**config.mk**
```make
export PLATFORM = sky130hd
export DESIGN_NAME = wb_arbiter
export DESIGN_NICKNAME = d
export VERILOG_FILES = /design/src/rtl/wb_arbiter.sv
export SDC_FILE = /design/constraint.sdc
export NUM_CORES = 1
export LEC_CHECK = 0
export CORE_AREA = 2 2 142 144
export CTS_CLUSTER_SIZE = 14
export DETAILED_ROUTE_END_ITERATION = 10
export DIE_AREA = 0 0 144 146
export DONT_BUFFER_PORTS = 1
export PLACE_DENSITY = 0.7
export SLEW_MARGIN = 10
export SYNTH_ARGS = -nofsm -noshare
export SYNTH_HDL_FRONTEND = slang
export SYNTH_SLANG_ARGS = --single-unit
```
**constraint.sdc**
```tcl
create_clock -name clk -period 3.8 [get_ports clk]
set_input_delay 1.14 -clock clk [delete_from_list [all_inputs] [get_ports clk]]
set_output_delay 1.14 -clock clk [all_outputs]
set_load 0.05 [all_outputs]
```
**src/rtl/wb_arbiter.sv**
```systemverilog
// ============================================================================
// Module   : wb_arbiter
// Purpose  : Write-back port arbiter. Loads take priority, and ALU results
//            that lose arbitration wait in an in-order FIFO.
// Revision : 1.0
// ============================================================================
`default_nettype none

module wb_arbiter #(
    parameter int WORD_WIDTH = 32,
    parameter int ADDR_LEN   = 4,
    parameter int DEPTH      = 4
) (
    input  logic                  clk,
    input  logic                  rst,
    input  logic                  alu_valid,
    input  logic                  alu_wb_en,
    input  logic [ADDR_LEN-1:0]   alu_dest,
    input  logic [WORD_WIDTH-1:0] alu_result,
    input  logic                  ld_valid,
    input  logic [ADDR_LEN-1:0]   ld_dest,
    input  logic [WORD_WIDTH-1:0] ld_data,
    input  logic [ADDR_LEN-1:0]   src1,
    input  logic [ADDR_LEN-1:0]   src2,
    input  logic                  src2_used,
    output logic                  freeze,
    output logic                  hazard,
    output logic [WORD_WIDTH-1:0] result_WB,
    output logic [ADDR_LEN-1:0]   dest_wb,
    output logic                  writeBackEn,
    output logic [15:0]           conflict_cnt
);

    localparam int c_PTR_W = $clog2(DEPTH);
    localparam int c_CNT_W = c_PTR_W + 1;
    localparam logic [c_CNT_W-1:0] c_FULL = c_CNT_W'(DEPTH);

    logic [ADDR_LEN-1:0]   fifo_dest_q [DEPTH];
    logic [WORD_WIDTH-1:0] fifo_data_q [DEPTH];

    logic [c_PTR_W-1:0]    rd_ptr_q, rd_ptr_d;
    logic [c_PTR_W-1:0]    wr_ptr_q, wr_ptr_d;
    logic [c_CNT_W-1:0]    count_q, count_d;
    logic                  wben_q, wben_d;
    logic [ADDR_LEN-1:0]   dest_q, dest_d;
    logic [WORD_WIDTH-1:0] result_q, result_d;
    logic [15:0]           conflict_q, conflict_d;

    logic                  w_accept;
    logic                  w_alu_wr;
    logic                  w_empty;
    logic                  w_pop;
    logic                  w_bypass;
    logic                  w_push;
    logic [DEPTH-1:0]      w_match;

    assign freeze   = (count_q == c_FULL);
    assign w_accept = alu_valid && !freeze;
    assign w_alu_wr = w_accept && alu_wb_en;
    assign w_empty  = (count_q == '0);
    assign w_pop    = !ld_valid && !w_empty;
    assign w_bypass = !ld_valid && w_empty && w_alu_wr;
    // Push is gated by freeze through w_accept, so a full FIFO never takes an
    // entry even when the same cycle pops.
    assign w_push   = w_alu_wr && !w_bypass;

    always_comb begin
        rd_ptr_d   = rd_ptr_q;
        wr_ptr_d   = wr_ptr_q;
        count_d    = count_q;
        wben_d     = 1'b0;
        dest_d     = dest_q;
        result_d   = result_q;
        conflict_d = conflict_q;

        if (ld_valid) begin
            wben_d   = 1'b1;
            dest_d   = ld_dest;
            result_d = ld_data;
        end else if (w_pop) begin
            wben_d   = 1'b1;
            dest_d   = fifo_dest_q[rd_ptr_q];
            result_d = fifo_data_q[rd_ptr_q];
        end else if (w_bypass) begin
            wben_d   = 1'b1;
            dest_d   = alu_dest;
            result_d = alu_result;
        end

        if (w_pop) begin
            rd_ptr_d = rd_ptr_q + 1'b1;
        end
        if (w_push) begin
            wr_ptr_d = wr_ptr_q + 1'b1;
            if (conflict_q != 16'hFFFF) begin
                conflict_d = conflict_q + 16'd1;
            end
        end

        case ({w_push, w_pop})
            2'b10:   count_d = count_q + c_CNT_W'(1);
            2'b01:   count_d = count_q - c_CNT_W'(1);
            default: count_d = count_q;
        endcase
    end

    always_ff @(posedge clk) begin
        if (rst) begin
            rd_ptr_q   <= '0;
            wr_ptr_q   <= '0;
            count_q    <= '0;
            wben_q     <= 1'b0;
            dest_q     <= '0;
            result_q   <= '0;
            conflict_q <= '0;
        end else begin
            rd_ptr_q   <= rd_ptr_d;
            wr_ptr_q   <= wr_ptr_d;
            count_q    <= count_d;
            wben_q     <= wben_d;
            dest_q     <= dest_d;
            result_q   <= result_d;
            conflict_q <= conflict_d;
        end
    end

    // Storage needs no reset: only slots inside the count window are ever read.
    always_ff @(posedge clk) begin
        if (!rst && w_push) begin
            fifo_dest_q[wr_ptr_q] <= alu_dest;
            fifo_data_q[wr_ptr_q] <= alu_result;
        end
    end

    generate
        for (genvar i = 0; i < DEPTH; i++) begin : g_hazard
            logic [c_PTR_W-1:0] w_offset;
            logic               w_live;
            assign w_offset   = c_PTR_W'(i) - rd_ptr_q;
            assign w_live     = ({1'b0, w_offset} < count_q);
            assign w_match[i] = w_live &&
                                ((fifo_dest_q[i] == src1) ||
                                 (src2_used && (fifo_dest_q[i] == src2)));
        end
    endgenerate

    assign hazard       = |w_match;
    assign writeBackEn  = wben_q;
    assign dest_wb      = dest_q;
    assign result_WB    = result_q;
    assign conflict_cnt = conflict_q;

endmodule

`default_nettype wire

```
* After elaboration in Yosys (flattened, before gate mapping) *
Memory sizes are Yosys's and may differ from the RTL's. A register that Yosys moved wholly into a read port is not among the register bits.
Cells that the tools add are included.

storage, ports and cells
  input bits = 86
  logic and storage cells = 79
  output and inout bits = 55
  register bits after elaboration = 60
  RAM bits = 144
  memories = 2

cells by class
  order comparisons = 4
  mux-type cells = 16
  reductions and logical operators = 29
  add/sub/neg operators = 9
  equality and inequality tests = 12

memories
  name         depth  bits a word  read ports  clocked after Yosys merged registers in  wr ports  RTL line  source
  fifo_data_q  4      32           1           1                                        1         39        logic [WORD_WIDTH-1:0] fifo_data_q [DEPTH];
  fifo_dest_q  4      4            5           1                                        1         38        logic [ADDR_LEN-1:0] fifo_dest_q [DEPTH];

operator list
  operator               count
  $mux 32                3
  $eq 4x4->1             8
  $add 16x1->16 const B  1
  $ne 16x16->1 const B   1
  $logic_and 1x1->1      15
  $lt 2x3->1             4
  $mux 4                 3
  $mux 2                 4
  $pmux 3 s2             1
  $logic_not 1->1        5
  $mux 1                 5
  $add 2x1->2 const B    2
  $logic_or 1x1->1       4
  $reduce_or 4->1        1
  $sub 1x2->2 const A    2
  $sub 2x2->2 const A    2
  $add 3x1->3 const B    1
  $eq 3x3->1 const B     1
  $logic_not 3->1        1
  $reduce_bool 3->1      1
  $sub 3x1->3 const B    1
  $eq 2x1->1 const B     1
  $eq 2x2->1 const B     1
  $reduce_and 2->1       1
  $reduce_bool 2->1      1

* Longest topological paths before layout *
  word-level depth = 10
  depth in mapped cells = 10
  gate-level depth less buffers = 9

* Least setup slack after synthesis *
Ideal clock, no wire load.

  path kind = input -> output
  start point = in src1[1]
  end point = out hazard
  required time = 2.660 ns
  path slack = 0.340 ns
  buffers on the path = 1
  arrival time = 2.320 ns
  cell stages on the path = 6
  cells stage by stage = clkbuf_1 -> xor2_1 -> nor4_1 -> nand2_1 -> o21ai_0 -> or4_1

on the way
  word-level cells in the longest chain between the ends = 4
  elaborated cells on any way between the ends = 13
  classes of those cells = 4 x eq/ne; 9 x reduce/logical

RTL lines
  item                 RTL line  source
  start, declared      23        input logic [ADDR_LEN-1:0] src1,
  $eq 4x4->1           142       ((fifo_dest_q[i] == src1) ||
  $logic_or 1x1->1     142
  $logic_and 1x1->1    141       assign w_match[i] = w_live &&
  $reduce_or 4->1 (*)  147       assign hazard = |w_match;
  end, declared        27        output logic hazard,

Every way passes the cells marked *; elsewhere a longest branch is shown, timed or not.

* Worst setup path after layout *
  start point = reg count_q[1]
  end point = out hazard

on the way
  word-level cells in the longest chain between the ends = 3
  elaborated cells on any way between the ends = 9
  classes of those cells = 4 x order compare; 5 x reduce/logical

RTL lines
  item                    RTL line  source
  start, declared         43        logic [c_CNT_W-1:0] count_q, count_d;
  start signal, assigned  119       count_q <= count_d;
  $lt 2x3->1              140       assign w_live = ({1'b0, w_offset} < count_q);
  $logic_and 1x1->1       141
  $reduce_or 4->1 (*)     147

Marked as above.

==> key figures <==
Outcome
  • Run status: completed

Power and ir drop
  • PD cells: 678 nW/µm²
  • VDD IR max: 0.000382 V
  • LEAKAGE: 3.10 nW

Synthesis
  • Post-Synth Simple-Gate Area: 7.04%
  • Syn_nets: 675
  • Asr flop ratio synth: 0%
  • Main synth FF type: edfxtp_1
  • Adder and majority gate portion of the synthesized area: 1.68%
  • Largest family of logic cells by synthesized area: compound AO/OA/AOI/OAI gates
  • Post-synthesis xor/xnor area fraction: 4.36%
  • Synthesized area per cell: 14.9 µm²
  • Yosys cell types: 44
  • Mux share of post-synthesis cell area: 9.62%
  • Mapped cell area: 8640 µm²
  • Flops & latches, synth: 206
  • Number of flops mapped to enable cells by yosys: 144
  • Area share of the largest cell type after synthesis: 50.1%
  • Mapped Cells: 578
  • Complex-gate fraction of the synthesized area: 9.91%
  • Yosys warnings: 0
  • Register area share after synthesis: 64.4%
  • Dominant cell type by area after synthesis: edfxtp_1
  • Synth area leaders: edfxtp_1, dfxtp_1, mux4_2

STA
  • Max-slew headroom: 29.2%
  • RSZ-0062 raised after global routing: false
  • Worst-margin pin slew: 1.06 ns
  • Final WS setup: 0.216 ns
  • Slew Viols, Final: 0
  • Period utilisation layout: 94.3%
  • Final Critical Period: 3.58 ns
  • Sum of negative setup slack: 0 ns
  • Count of final hold-check violations: 0
  • Setup violators final: 0
  • Fin Clk Skew: 0.00872 ns
  • Highest clock rate: 279 MHz

Place
  • Dpl hpwl: 12300 µm
  • GP Congestion: 0.885
  • Port bufs: 0
  • Post-Place Cell Area: 8920 µm²
  • Pre-CTS setup slack: 0.300 ns

Critical path
  • WP data required: 2.66 ns
  • Cell chain of the critical path: inv_1, ha_1, a21oi_1, o21bai_1, nand4b_1, o21ai_1, or4_4
  • Crit-path max cell delay: 0.63 ns
  • Max Fanout on Critical Path: 5
  • Family with the most delay on the worst path: simple AND/OR/NAND/NOR gates
  • Kind of critical path: flip-flop to output port
  • Worst Path Buf+Inv: 1
  • CP arrival: 2.44 ns
  • CP Launch Type: flip-flop
  • CP Capture Type: output port
  • Highest-delay cell along the critical path: or4_4

Drt
  • Vias per cell: 6.05
  • Iter 0 DRT Violations: 423
  • ANT nets after route: 0
  • Pre-antenna DRT Iters: 7
  • Final WL: 19900 µm
  • Routed WL per cell: 23.4 µm
  • Post-route DRC violation count: 0
  • Vias: 5156

Die
  • IO Count: 141
  • Die width: 144 µm
  • Rows: 51
  • Die ar.: 21000 µm²
  • Initial core utilization: 44.7%
  • DIE HEIGHT: 146 µm
  • Core area: 19300 µm²

Clock network
  • Cts hold-fix bufs: 0
  • Skew-Pair Late Insertion Delay: 0.50 ns
  • Clock sinks: 206
  • H-tree levels: 1
  • CTS Buf Count: 23
  • Post-CTS Resized: 1
  • CTS max path bufs: 3
  • Root Driver: clkbuf_16
  • CTS tree: yes
  • Postcts setup bufs: 0
  • Clk pin slew, worst setup/hold paths: 0.06 ns

Global route
  • Grt total ovfl: 0
  • GRT Overall Usage: 18.8%
  • First-pass GRT wire length: 30600 µm
  • Number of global-route vias before repair: 5374
  • Initial antenna violation count: 0
  • Largest net degree at the start of global routing: 63

Layout
  • Util after Layout: 50.4%
  • Commonest cells after routing, fill and taps aside: edfxtp_1, nor2_1, dfxtp_1, a222oi_1, a211oi_1
  • Antenna cell count: 0
  • Design Area, Final: 9740 µm²
  • Synthesis-to-finish area growth: 12.8%
  • Most common cell after layout, fill and taps aside: edfxtp_1
  • # nets final: 668
  • Layout cells sized above 1: 16.9%
  • # fillers: 1601

Hold path
  • Min-Delay Path Class: flip-flop to flip-flop

Run
  • Maxcap violations: 0
-- worst reg2reg max path, delay by kind of cell (launching register included) --
kind / cells / cell delay, ns
compound gates: 1 / 0.34
simple gates: 3 / 0.86
flops: 1 / 0.51
buf+inv: 2 / 0.39
-- synthesized netlist by cell type, drive strengths merged (4+ instances only) --
library cell	instances
mux4	36
nand4	9
a211oi	37
nor2	60
or3	6
buf	19
o21ai	9
dfxtp	62
nand2	14
edfxtp	144
ha	10
xnor2	25
nor3	4
a21oi	15
and2	6
nor4	5
xor2	18
clkbuf	21
inv	13
a222oi	37
nand2b	4
nand3	7
-- final cells by class --
| class | count | area [µm²] | area share, % |
|---|---|---|---|
| clock buffers | 30 | 653 | 6.70 |
| clock inverters | 11 | 161 | 1.66 |
| inverters | 13 | 51.3 | 0.527 |
| multi-input cells | 319 | 2840 | 29.2 |
| flip-flops and latches | 206 | 5570 | 57.2 |
| well taps | 265 | 332 | 3.40 |
| repair buffers | 8 | 135 | 1.39 |
-- registers in the layout (all words and copies together) (netlist names), named ones only --
signal and count:
fifo_data_q 128, result_WB 32, conflict_cnt 16, fifo_dest_q 16
dest_wb 4, count_q 3, rd_ptr_q 2, wr_ptr_q 2
writeBackEn 1
-- metal layers --
layer | part of all wire (%) | global-route usage [%]
met1 | 41 | 25.7
met2 | 48 | 30.3
met3 | 9.4 | 4.77
met4 | 1.4 | 4.56
met5 | 0 | 0
-- logic make-up (layout without fill, tap and decap cells) --
kind of cell             count (synthesis)  count (layout)
AO/OA/AOI/OAI                          106             106
buffers and inverters                   53              62
flip-flops                             206             206
adder cells (fa/ha/maj)                 11              11
multiplexers                            38              38
AND/OR/NAND/NOR                        121             121
XOR/XNOR                                43              43
-- power by group --
| part | internal [W] | switching, W | leakage (nW) |
|---|---|---|---|
| logic | 0.000484 | 0.000563 | 0.891 |
| clock network | 0.00148 | 0.000855 | 0.395 |
| registers | 0.00258 | 0.000633 | 1.81 |
-- per-stage QoR --
stage | hold slack [ns] | power (W) | std cells
detailed placement | 0.525 | 0.00432 | 811
floorplan | 0.469 | 0.00408 | 578
CTS | 0.536 | 0.00667 | 852
global placement | 0.476 | 0.00428 | 811
finish | 0.548 | 0.00660 | 852
global route | 0.564 | 0.00688 | 852
-- path summary, 6_finish.rpt --
kind | start | to | slack, ns | cells past startpoint
worst max-delay path | count_q[1] | hazard | 0.22 | 7
worst min-delay path | wr_ptr_q[1] | wr_ptr_q[1] | 0.55 | 2
worst max register to register | count_q[0] | fifo_data_q[3][3] | 1.38 | 6
worst min register to register | wr_ptr_q[1] | wr_ptr_q[1] | 0.55 | 2
Power figures use the tool's default switching activity.
